<file path="src/rtl/logic_unit_arbiter.sv">
// Round-robin arbiter that shares one combinational 8-bit logic unit among NREQ requesters.
// Grants in IDLE, drives the unit for one EXEC cycle, then returns the result tagged with its ID.
module logic_unit_arbiter #(
    parameter int unsigned NREQ = 4,
    parameter int unsigned IDW  = 2,
    parameter int unsigned CNTW = 16
) (
    input  logic              clk,
    input  logic              rst,
    input  logic [NREQ-1:0]   req,
    input  logic [8*NREQ-1:0] req_a,
    input  logic [8*NREQ-1:0] req_b,
    input  logic [3*NREQ-1:0] req_op,
    output logic [NREQ-1:0]   ack,
    output logic [7:0]        lu_a,
    output logic [7:0]        lu_b,
    output logic [2:0]        lu_s,
    input  logic [7:0]        lu_o,
    output logic              done,
    output logic [7:0]        result,
    output logic [IDW-1:0]    done_id,
    output logic              busy,
    output logic [CNTW-1:0]   op_count
);

    typedef enum logic {StIdle, StExec} state_t;

    state_t          state_q, state_d;
    logic [IDW-1:0]  ptr_q, grant_q, grant_d, ptr_next;
    logic            found;
    logic [NREQ-1:0] ack_sel;
    logic [7:0]      sel_a, sel_b;
    logic [2:0]      sel_op;
    logic [7:0]      lu_a_q, lu_b_q, result_q;
    logic [2:0]      lu_s_q;
    logic            done_q;
    logic [IDW-1:0]  done_id_q;
    logic [CNTW-1:0] op_count_q;

    // Two passes: requesters at or above ptr first, then the ones below it.
    always_comb begin
        found   = 1'b0;
        grant_d = '0;
        ack_sel = '0;
        sel_a   = '0;
        sel_b   = '0;
        sel_op  = '0;
        for (int i = 0; i < int'(NREQ); i++) begin
            if (!found && req[i] && i >= int'(ptr_q)) begin
                found      = 1'b1;
                grant_d    = IDW'(i);
                ack_sel[i] = 1'b1;
                sel_a      = req_a[8*i +: 8];
                sel_b      = req_b[8*i +: 8];
                sel_op     = req_op[3*i +: 3];
            end
        end
        for (int i = 0; i < int'(NREQ); i++) begin
            if (!found && req[i] && i < int'(ptr_q)) begin
                found      = 1'b1;
                grant_d    = IDW'(i);
                ack_sel[i] = 1'b1;
                sel_a      = req_a[8*i +: 8];
                sel_b      = req_b[8*i +: 8];
                sel_op     = req_op[3*i +: 3];
            end
        end
    end

    always_comb begin
        state_d = state_q;
        unique case (state_q)
            StIdle:  if (found) state_d = StExec;
            StExec:  state_d = StIdle;
            default: state_d = StIdle;
        endcase
    end

    assign ptr_next = (grant_q == IDW'(NREQ - 1)) ? '0 : grant_q + 1'b1;

    always_ff @(posedge clk or posedge rst) begin
        if (rst) begin
            state_q    <= StIdle;
            ptr_q      <= '0;
            grant_q    <= '0;
            lu_a_q     <= '0;
            lu_b_q     <= '0;
            lu_s_q     <= '0;
            result_q   <= '0;
            done_q     <= 1'b0;
            done_id_q  <= '0;
            op_count_q <= '0;
        end else begin
            state_q <= state_d;
            done_q  <= (state_q == StExec);
            if (state_q == StIdle && found) begin
                lu_a_q  <= sel_a;
                lu_b_q  <= sel_b;
                lu_s_q  <= sel_op;
                grant_q <= grant_d;
            end
            if (state_q == StExec) begin
                result_q   <= lu_o;
                done_id_q  <= grant_q;
                op_count_q <= op_count_q + 1'b1;
                ptr_q      <= ptr_next;
            end
        end
    end

    // ack is combinational, so it must be masked while reset is held.
    assign ack      = (state_q == StIdle && !rst) ? ack_sel : '0;
    assign lu_a     = lu_a_q;
    assign lu_b     = lu_b_q;
    assign lu_s     = lu_s_q;
    assign done     = done_q;
    assign result   = result_q;
    assign done_id  = done_id_q;
    assign busy     = (state_q != StIdle);
    assign op_count = op_count_q;

endmodule
</file>
<file path="config.mk">
export PLATFORM = sky130hd
export DESIGN_NAME = logic_unit_arbiter
export DESIGN_NICKNAME = d
export VERILOG_FILES = /design/src/rtl/logic_unit_arbiter.sv
export SDC_FILE = /design/constraint.sdc
export NUM_CORES = 1
export LEC_CHECK = 0
export CAP_MARGIN = 20
export CORE_ASPECT_RATIO = 1.2
export CORE_MARGIN = 2
export CORE_UTILIZATION = 39
export CTS_CLUSTER_SIZE = 10
export DETAILED_ROUTE_END_ITERATION = 7
export HOLD_SLACK_MARGIN = 0.02
export PLACE_DENSITY = 0.86
export SETUP_SLACK_MARGIN = 0.02
export SKIP_LAST_GASP = 1
export SLEW_MARGIN = 30
export SYNTH_ARGS = -nofsm -noshare
export SYNTH_HDL_FRONTEND = slang
export SYNTH_SLANG_ARGS = --single-unit
</file>
<file path="constraint.sdc">
create_clock -name clk -period 1.66 [get_ports clk]
set_clock_uncertainty 0.1 [all_clocks]
set_input_delay 0.332 -clock clk [delete_from_list [all_inputs] [get_ports clk]]
set_output_delay 0.332 -clock clk [all_outputs]
set_load 0.01 [all_outputs]
</file>
==> results of run 1 <==
[logic make-up after synthesis]
group                    synth area share
AO/OA/AOI/OAI                       0.287
AND/OR/NAND/NOR                     0.179
flip-flops                          0.393
buffers and inverters              0.0482
XOR/XNOR                           0.0405
multiplexers                       0.0451
adder cells (fa/ha/maj)           0.00771
[layout by cell type, fill, tap and decap left out, types with 2 or more instances in the layout]
cell,instances
xnor2_2,2
xor2_1,5
buf_12,3
mux2_2,13
and3b_1,8
nor3_2,3
clkbuf_8,5
buf_6,13
a2bb2oi_1,10
o221ai_1,11
a22o_1,8
nor2_4,2
dlygate4sd2_1,39
o21a_1,7
a311oi_2,3
a21o_1,12
nand4_1,4
and3_1,2
xnor2_1,8
inv_2,2
a311oi_1,8
buf_4,52
nand3_1,25
nor2_1,7
a21oi_2,2
a221o_1,27
and2_4,2
nand2_1,29
ha_1,2
nor2_2,5
nor3_1,12
clkdlybuf4s50_1,86
o21ai_0,8
nand3_4,2
buf_8,2
a31oi_1,9
dlymetal6s2s_1,9
dfrtp_1,50
buf_2,5
[registers in the layout (all words and copies together) (netlist names)]
| signal | flops |
|---|---|
| ptr_q | 2 |
| grant_q | 2 |
| busy | 1 |
| done | 1 |
| lu_s | 3 |
| lu_a | 8 |
| op_count | 16 |
| done_id | 2 |
| result | 8 |
| lu_b | 8 |
[power by group]
part           internal, W  switching, W
combinational      0.00223       0.00196
sequential         0.00168      0.000277
clock             0.000290      0.000436
[area by class of cell]
type                    instances  area [sq um]  share of cell area
multi-input cells             256          2020               0.366
repair buffers                211          2010               0.364
flip-flops and latches         51          1280               0.231
well taps                      95           119              0.0215
clock buffers                   5          68.8              0.0124
inverters                       3          15.0             0.00272
clock inverters                 2          13.8             0.00249
[worst max-delay path by stage]
stage	from	to	slack [ps]
6_report	ptr_q[0]	ack[2]	-440
3_5_place_dp	req[0]	ack[1]	-910
3_3_place_gp	req[0]	ack[2]	-860
2_1_floorplan	ptr_q[0]	lu_b[3]	-120
4_1_cts	ptr_q[0]	ack[2]	-370
5_1_grt	ptr_q[0]	ack[2]	-500
[metal layers]
layer  vias up  track usage  part of all wire
li1       1699            -                 -
met1      1883        0.331              0.38
met2       246        0.449              0.51
met3        39       0.0397             0.083
met4         0        0.100             0.026
met5         -            0                 0
[what timing repair did]
item / in CTS / in global routing
hold endpoints to repair: 0 / 0
resized for setup: 96 / 29
buffers inserted: 16 / 8
cloned: 1 / 0
pin swaps: 12 / 7
endpoints found under the setup margin: 71 / 39
[metrics by stage]
stage / util / power (W) / TNS, ps / area, sq um
floorplan: - / 0.00398 / -936 / 3320
global placement: 0.625 / 0.00569 / -19080 / 5070
detailed placement: 0.625 / 0.00581 / -20570 / 5070
CTS: 0.662 / 0.00665 / -6440 / 5370
global route: 0.682 / 0.00724 / -9330 / 5530
finish: 0.682 / 0.00688 / -7310 / 5530
[worst reg2reg max path: stages, from the launching register on]
cell and delay, ps:
dfrtp_1 380, buf_6 110, and2b_2 230, o21bai_4 120, buf_4 120, buf_4 90
buf_6 150, nand3_1 130, a311oi_2 300, a2bb2oi_1 200
==> out/qor.txt, run 1 <==
pin count of the biggest net entering global routing = 26
final count of negative-setup-slack endpoints = 23
Leak = 2.51 nW
fillers = 597
Slew @ Worst Pin = 653 ps
routed len/inst = 20.0 microns
row count = 36
crit path DAT = 1660 ps
Chip Height = 104 microns
total CTS buffers = 5
unrepaired setup endpoints after global routing = yes
post-synth cell types = 44
yosys warns = 0
Buf/Inv on CP = 2
Via density = 6.21
Post-Layout Cell Count = 623
failing checks = setup timing
PwrDens = 1240 nW/um^2
mapped cell area = 3240 sq um
status = finished with violations
#FFs+latches synth = 51
share of the synthesized area in the top cell type = 0.393
GRT Util Overall = 0.264
Min Clock Period, post-route = 2100 ps
Critical Path End Type = primary output
dominant cells by area after synthesis = dfrtp_1, a221o_1, mux2_2
DRC = 0
DP Cell Count = 593
first-pass GRT wire length = 19.3 mm
required time worst endpoint = 1230 ps
leading area contributor after synthesis = dfrtp_1
synthesized net count = 434
Final ANT Viol Nets = 0
worst hold endpoint = op_count[15]
Hold Path Origin = op_count[15]
Hold Fails Final Rpt = 0
Worst Setup Start Kind = flip-flop
CTS Root Cell = clkbuf_8
max cap viols = 0
RR Endpoint = lu_b[1]
Max Slew Vio Count = 0
vias = 3867
vias in the first global route = 3860
cells after synthesis = 342
hold crit path type = reg -> reg
Post-synth EDFFs = 0
WHS Path Cells = 1
Worst Setup Path Type = reg -> out
clock-pin slew on the worst setup and hold paths = 100 ps
Synth top cells by count = dfrtp_1, nand2_1, nand3_1
CP peak stage delay = 380 ps
share of layout cells above drive strength 1 = 0.259
WHS = 370 ps
ys flop type = dfrtp_1
CTS tree = built
die width = 87.3 microns
Critical Path Stages = 7
grt total ovfl = 0
Area Overhead vs Synth = 70.4%
PortBufs = 140
DP HPWL = 8.42 mm
maximum vdd drop = 0.000542 V
Post-synth ARST share = 1.00
clock sinks = 51
Worst path top cell family by delay = simple AND/OR/NAND/NOR gates
diode count = 0
Core Footprint = 8110 sq um
Initial Util = 0.400
cells on worst reg2reg path = 9
routability cong. = 0.874
Place WS = -907 ps
CTS Buffer Depth = 2
initial antenna violation count = 0
Crit Path Max Fanout = 3
FF-to-FF Start = ptr_q[0]
sequential fraction of the synthesis area = 0.393
Max H-tree Level = 2
crit path cell chain = buf_6 -> and2b_2 -> o21bai_4 -> and2_4 -> nor2_4 -> nor3_2 -> buf_2
Initial DRT Pass Iterations = 4
FF-to-FF setup slack = -370 ps
synthesized area per cell = 9.49 sq um
Slowest-stage cell, CP = dfrtp_1
max_slew headroom = 0.563
count leader, synth = dfrtp_1
fin crit share = 1.26
fmax = 477 MHz
initial drt markers = 306
Post-CTS Hold Fix Bufs = 0
I/O Pins = 141
Clk Latency, worst-skew pair = 320 ps
total wire length = 12.5 mm
Worst Slack Setup Final = -435 ps
die area = 9070 sq um
Final nets = 620
No activity file was read; power rests on OpenSTA's default activity.
==> inputs of run 2 (changes only) <==
--- a/config.mk
+++ b/config.mk
@@ -12,7 +12,7 @@
 export CTS_CLUSTER_SIZE = 10
 export DETAILED_ROUTE_END_ITERATION = 7
 export HOLD_SLACK_MARGIN = 0.02
-export PLACE_DENSITY = 0.86
+export PLACE_DENSITY = 0.78
 export SETUP_SLACK_MARGIN = 0.02
 export SKIP_LAST_GASP = 1
 export SLEW_MARGIN = 30
==> out/qor.txt, run 2 (synthesis gave the netlist of run 1 again) <==
status = finished with violations
failing checks = setup timing
pin count of the biggest net entering global routing = 35 (+35%)
Worst Setup Path Type = reg -> out
max reg flops = 16 (unchanged)
die width = 87.3 microns (unchanged)
clock-pin slew on the worst setup and hold paths = 100 ps (about the same)
fin crit share = 1.27 (+0.00794)
met2 routed WL = 6.27 mm (-1.3%)
WHS Path Cells = 1 (unchanged)
clock power share = 0.129 (+0.024)
clock sinks = 51 (unchanged)
routability cong. = 0.865 (-1.0%)
worst hold endpoint = op_count[15]
cells on worst reg2reg path = 6 (-3)
hold crit path type = reg -> reg
CTS tree = built
Hold Path Origin = op_count[15]
commonest non-fill, non-tap cell in the layout = clkdlybuf4s50_1
RR Endpoint = lu_b[6]
unrepaired setup endpoints after global routing = yes
I/O Pins = 141 (unchanged)
max_slew headroom = 0.614 (+0.0514)
Final ANT Viol Nets = 0 (unchanged)
Top Metal Used = met4
Post-CTS Hold Fix Bufs = 0 (unchanged)
max cap viols = 0 (unchanged)
die area = 9070 sq um (unchanged)
routed len/inst = 19.3 microns (-3.7%)
Net Sw Power = 0.00260 W (-2.8%)
share of layout cells above drive strength 1 = 0.250 (-0.00947)
GRT Util Overall = 0.252 (-0.0122)
Worst Slack Setup Final = -448 ps (-13.2 ps)
Crit Path Max Fanout = 4 (+1)
metal3 WL = 1.09 mm (+5.2%)
Final nets = 624 (+0.65%)
M1 WL = 4.49 mm (-5.8%)
total wire length = 12.1 mm (-3.1%)
FF-to-FF setup slack = -400 ps (-30 ps)
Leak = 2.47 nW (-1.6%)
Max Slew Vio Count = 0 (unchanged)
vias in the first global route = 3853 (-0.18%)
Critical Path End Type = primary output
fmax = 474 MHz (-0.63%)
initial antenna violation count = 0 (unchanged)
row count = 36 (unchanged)
Flop pwr share = 0.287 (+0.003)
grt total ovfl = 0 (unchanged)
Slew @ Worst Pin = 576 ps (-76.8 ps)
FF-to-FF Start = ptr_q[1]
final count of negative-setup-slack endpoints = 23 (unchanged)
Worst Setup Start Kind = flip-flop
Core Footprint = 8110 sq um (unchanged)
maximum vdd drop = 0.000551 V (+1.6%)
Initial Util = 0.400 (unchanged)
Min Clock Period, post-route = 2110 ps (+13.2 ps)
Place WS = -917 ps (-9.77 ps)
Initial DRT Pass Iterations = 6 (+2)
Clk Latency, worst-skew pair = 310 ps (about the same)
Switching Share = 0.379 (-0.0105)
Area Overhead vs Synth = 68.5%
DP HPWL = 8.19 mm (-2.7%)
initial drt markers = 329 (+7.5%)
total CTS buffers = 5 (unchanged)
PortBufs = 140 (unchanged)
PwrDens = 1260 nW/um^2 (+1.0%)
first-pass GRT wire length = 18.5 mm (-4.5%)
Setup TNS Final = -7420 ps (-111 ps)
required time worst endpoint = 1230 ps (about the same)
DRC = 0 (unchanged)
Via density = 6.00 (-3.3%)
Hold Fails Final Rpt = 0 (unchanged)
CTS Root Cell = clkbuf_8
combinational share of power = 0.584 (-0.026)
crit path from = ptr_q[1]
vias = 3765 (-2.6%)
most frequent cells in the layout = clkdlybuf4s50_1, buf_4, dfrtp_1
Max H-tree Level = 2 (unchanged)
Chip Height = 104 microns (unchanged)
cell-internal power = 0.00427 W (+1.6%)
CTS Buffer Depth = 2 (unchanged)
diode count = 0 (unchanged)
crit path DAT = 1680 ps (+20 ps)
[run 2: per-stage QoR]
step	hold WS, ps	utilization	total power (W)	cells	area (sq um)
after global routing	395	0.674	0.00724	627	5470
after detailed placement	375	0.624	0.00578	595	5060
after floorplan	281	-	0.00398	342	3320
after CTS	384	0.647	0.00656	614	5250
after global placement	364	0.624	0.00570	595	5060
final	377	0.674	0.00687	627	5470
[run 2: worst max path at each step]
stage / endpoint / slack [ps] / depth (start not counted)
2_1_floorplan: lu_b[3] / -120 / 6
3_3_place_gp: ack[1] / -860 / 5
3_5_place_dp: ack[2] / -920 / 7
4_1_cts: ack[2] / -410 / 6
5_1_grt: ack[2] / -510 / 6
6_report: ack[2] / -450 / 6
[run 2: cell type report]
class                      count  area [sq um]
fill                         615          2640
timing repair buffer         215          1990
multi-input combinational    256          1960
sequential                    51          1280
tap                           95           119
clock buffer                   5          68.8
clock inverter                 2          37.5
inverter                       3          15.0
[run 2: power groups by stage]
| stage | sequential [W] | combinational, W | clock, W |
|---|---|---|---|
| final | 0.00197 | 0.00401 | 0.000886 |
| after global routing | 0.00203 | 0.00429 | 0.000924 |
| after CTS | 0.00197 | 0.00370 | 0.000889 |
| after detailed placement | 0.00202 | 0.00376 | 0 |
| after global placement | 0.00201 | 0.00368 | 0 |
| after floorplan | 0.00217 | 0.00181 | 0 |
[run 2: worst max-delay path: stages, from the launching register on]
cell	delay [ps]
dfrtp_2	460
buf_12	140
o21bai_2	200
and2_4	150
nor2_1	200
nor3_2	60
buf_2	140
[run 2: what timing repair did]
action	4_1_cts	5_1_grt
setup buffers	12	12
endpoints found under the hold margin	0	0
pin swaps	6	16
endpoints found under the setup margin	70	39
resized for setup	74	34
gates cloned	0	1
[run 2: per-layer routing]
layer  track usage  up-vias
li1              -     1706
met1         0.301     1775
met2         0.441      260
met3        0.0429       24
met4        0.0945        0
met5             0        -
==> inputs of run 3 (changes only) <==
--- a/config.mk
+++ b/config.mk
@@ -5,14 +5,15 @@
 export SDC_FILE = /design/constraint.sdc
 export NUM_CORES = 1
 export LEC_CHECK = 0
+export ABC_CLOCK_PERIOD_IN_PS = 2200
 export CAP_MARGIN = 20
 export CORE_ASPECT_RATIO = 1.2
 export CORE_MARGIN = 2
-export CORE_UTILIZATION = 39
+export CORE_UTILIZATION = 43
 export CTS_CLUSTER_SIZE = 10
 export DETAILED_ROUTE_END_ITERATION = 7
 export HOLD_SLACK_MARGIN = 0.02
-export PLACE_DENSITY = 0.78
+export PLACE_DENSITY = 0.82
 export SETUP_SLACK_MARGIN = 0.02
 export SKIP_LAST_GASP = 1
 export SLEW_MARGIN = 30
==> constraint.sdc (replaced) <==
create_clock -name clk -period 2.2 [get_ports clk]
set_clock_uncertainty 0.1 [all_clocks]
set_input_delay 0.44 -clock clk [delete_from_list [all_inputs] [get_ports clk]]
set_output_delay 0.44 -clock clk [all_outputs]
set_load 0.01 [all_outputs]
==> out/qor.txt, run 3 (synthesis gave the netlist of run 1 again) <==
Final ANT Viol Nets = 0 (unchanged)
Initial DRT Pass Iterations = 5 (-1)
vias = 3731 (-0.90%)
CTS tree = built
initial drt markers = 273 (-17%)
DP Area = 4920 sq um (-2.8%)
clock-pin slew on the worst setup and hold paths = 100 ps (about the same)
most frequent cells in the layout = clkdlybuf4s50_1, dfrtp_1, buf_4
unrepaired setup endpoints after global routing = yes
Leak = 2.13 nW (-14%)
crit path cell chain = dlygate4sd2_1 -> nor2_2 -> buf_4 -> and4_2 -> nor2_4 -> nor3_2 -> buf_2
Worst Setup Path Type = in -> out
Buf/Inv on CP = 3 (+1)
Worst Setup Start Kind = input pin
grt total ovfl = 0 (unchanged)
CP peak stage delay = 270 ps (-190 ps)
DP HPWL = 8.13 mm (-0.76%)
fillers = 569 (-7.5%)
Hold Fails Final Rpt = 0 (unchanged)
initial antenna violation count = 0 (unchanged)
die area = 8260 sq um (-8.9%)
die width = 83.3 microns (-4.5%)
Slowest-stage cell, CP = dlygate4sd2_1
status = completed
pin count of the biggest net entering global routing = 32 (-8.6%)
clock sinks = 51 (unchanged)
maximum vdd drop = 0.000494 V (-10%)
Core Footprint = 7270 sq um (-10%)
GRT Util Overall = 0.276 (+0.0242)
routed len/inst = 19.7 microns (+2.3%)
total CTS buffers = 5 (unchanged)
Max Slew Vio Count = 0 (unchanged)
Crit Path Max Fanout = 3 (-1)
first-pass GRT wire length = 18.8 mm (+1.8%)
Via density = 6.26 (+4.3%)
Worst path top cell family by delay = simple AND/OR/NAND/NOR gates
Final nets = 597 (-4.3%)
total wire length = 11.7 mm (-2.8%)
diode count = 0 (unchanged)
max_slew headroom = 0.503 (-0.111)
Area Overhead vs Synth = 58.8%
CTS Root Cell = clkbuf_8
WHS = 378 ps (+0.169 ps)
crit path DAT = 1620 ps (-60 ps)
max reg flops = 16 (unchanged)
required time worst endpoint = 1660 ps (+430 ps)
routability cong. = 0.907 (+4.9%)
final count of negative-setup-slack endpoints = 0 (-100%)
Clk Latency, worst-skew pair = 320 ps (about the same)
fmax = 464 MHz
Post-CTS Hold Fix Bufs = 0 (unchanged)
Min Clock Period, post-route = 2160 ps
row count = 34 (-5.6%)
Initial Util = 0.446 (+0.0458)
Chip Height = 99.2 microns (-4.6%)
PortBufs = 140 (unchanged)
max cap viols = 0 (unchanged)
PwrDens = 986 nW/um^2 (-22%)
Slew @ Worst Pin = 742 ps (+166 ps)
I/O Pins = 141 (unchanged)
Critical Path End Type = primary output
fin crit share = 0.980
Max H-tree Level = 2 (unchanged)
share of layout cells above drive strength 1 = 0.196 (-0.0543)
commonest non-fill, non-tap cell in the layout = clkdlybuf4s50_1
vias in the first global route = 3721 (-3.4%)
hold crit path type = reg -> reg
CTS Buffer Depth = 2 (unchanged)
post-route cell area = 5150 sq um (-5.8%)
DRC = 0 (unchanged)
[run 3: changes by cell type in the layout (fill, tap and decap cells not counted), sizes merged, moves of 2 or more]
cell,before,now
buf,78,52
clkdlybuf4s15,0,2
clkdlybuf4s50,86,132
clkinv,0,2
clkinvlp,2,0
dlygate4sd2,44,1
dlymetal6s2s,6,0
inv,2,4
[run 3: metal layers]
layer  part of all wire  global-route usage
met2               0.50               0.468
met1               0.40               0.359
met3              0.084              0.0407
met4              0.020               0.103
met5                  0                   0
[run 3: worst reg2reg max path, delay by kind of cell, from the launching register on]
family / cells / cell delay [ps]
AND/OR/NAND/NOR: 2 / 460
flip-flops: 1 / 470
buffers and inverters: 2 / 400
AO/OA/AOI/OAI: 2 / 560
[run 3: where the power goes]
part           total, W  switching, W  leakage, nW  internal (W)
logic           0.00293       0.00128         1.46       0.00165
registers       0.00155      0.000285        0.629       0.00127
clock network  0.000601      0.000364       0.0502      0.000237
[run 3: metrics by stage]
| stage | total power (W) | cells | TNS, ps | worst slack [ps] | utilization |
|---|---|---|---|---|---|
| 6_report | 0.00508 | 596 | 0 | 43.6 | 0.708 |
| 5_1_grt | 0.00536 | 596 | -87.2 | -32.0 | 0.708 |
| 4_1_cts | 0.00498 | 590 | -1.55 | -1.55 | 0.700 |
| 3_5_place_dp | 0.00431 | 578 | -11030 | -672 | 0.676 |
| 3_3_place_gp | 0.00425 | 578 | -10050 | -623 | 0.676 |
| 2_1_floorplan | 0.00295 | 342 | 0 | 56.8 | - |
[run 3: layout make-up]
cell class	count	area (sq um)	area share
clock buffer	5	68.8	0.0134
clock inverter	3	28.8	0.00559
inverter	3	11.3	0.00219
multi-input combinational	256	1890	0.366
sequential	51	1280	0.248
tap	90	113	0.0219
timing repair buffer	188	1760	0.342
[run 3: what timing repair did]
action	CTS	global route
buffers inserted	4	6
pin swaps	4	5
setup endpoints to repair	23	14
gates resized for setup	36	13
gates cloned	0	0
[run 3: worst paths after layout]
| path | from | endpoint | slack, ps | cells past startpoint |
|---|---|---|---|---|
| max | req[3] | ack[2] | 40 | 7 |
| min | op_count[15] | op_count[15] | 380 | 1 |
| max reg2reg | ptr_q[1] | lu_b[6] | 100 | 6 |
| min reg2reg | op_count[15] | op_count[15] | 380 | 1 |
| max in group asynchronous | rst | lu_a[3] | 1100 | 3 |
| min in group asynchronous | rst | done_id[0] | 440 | 2 |
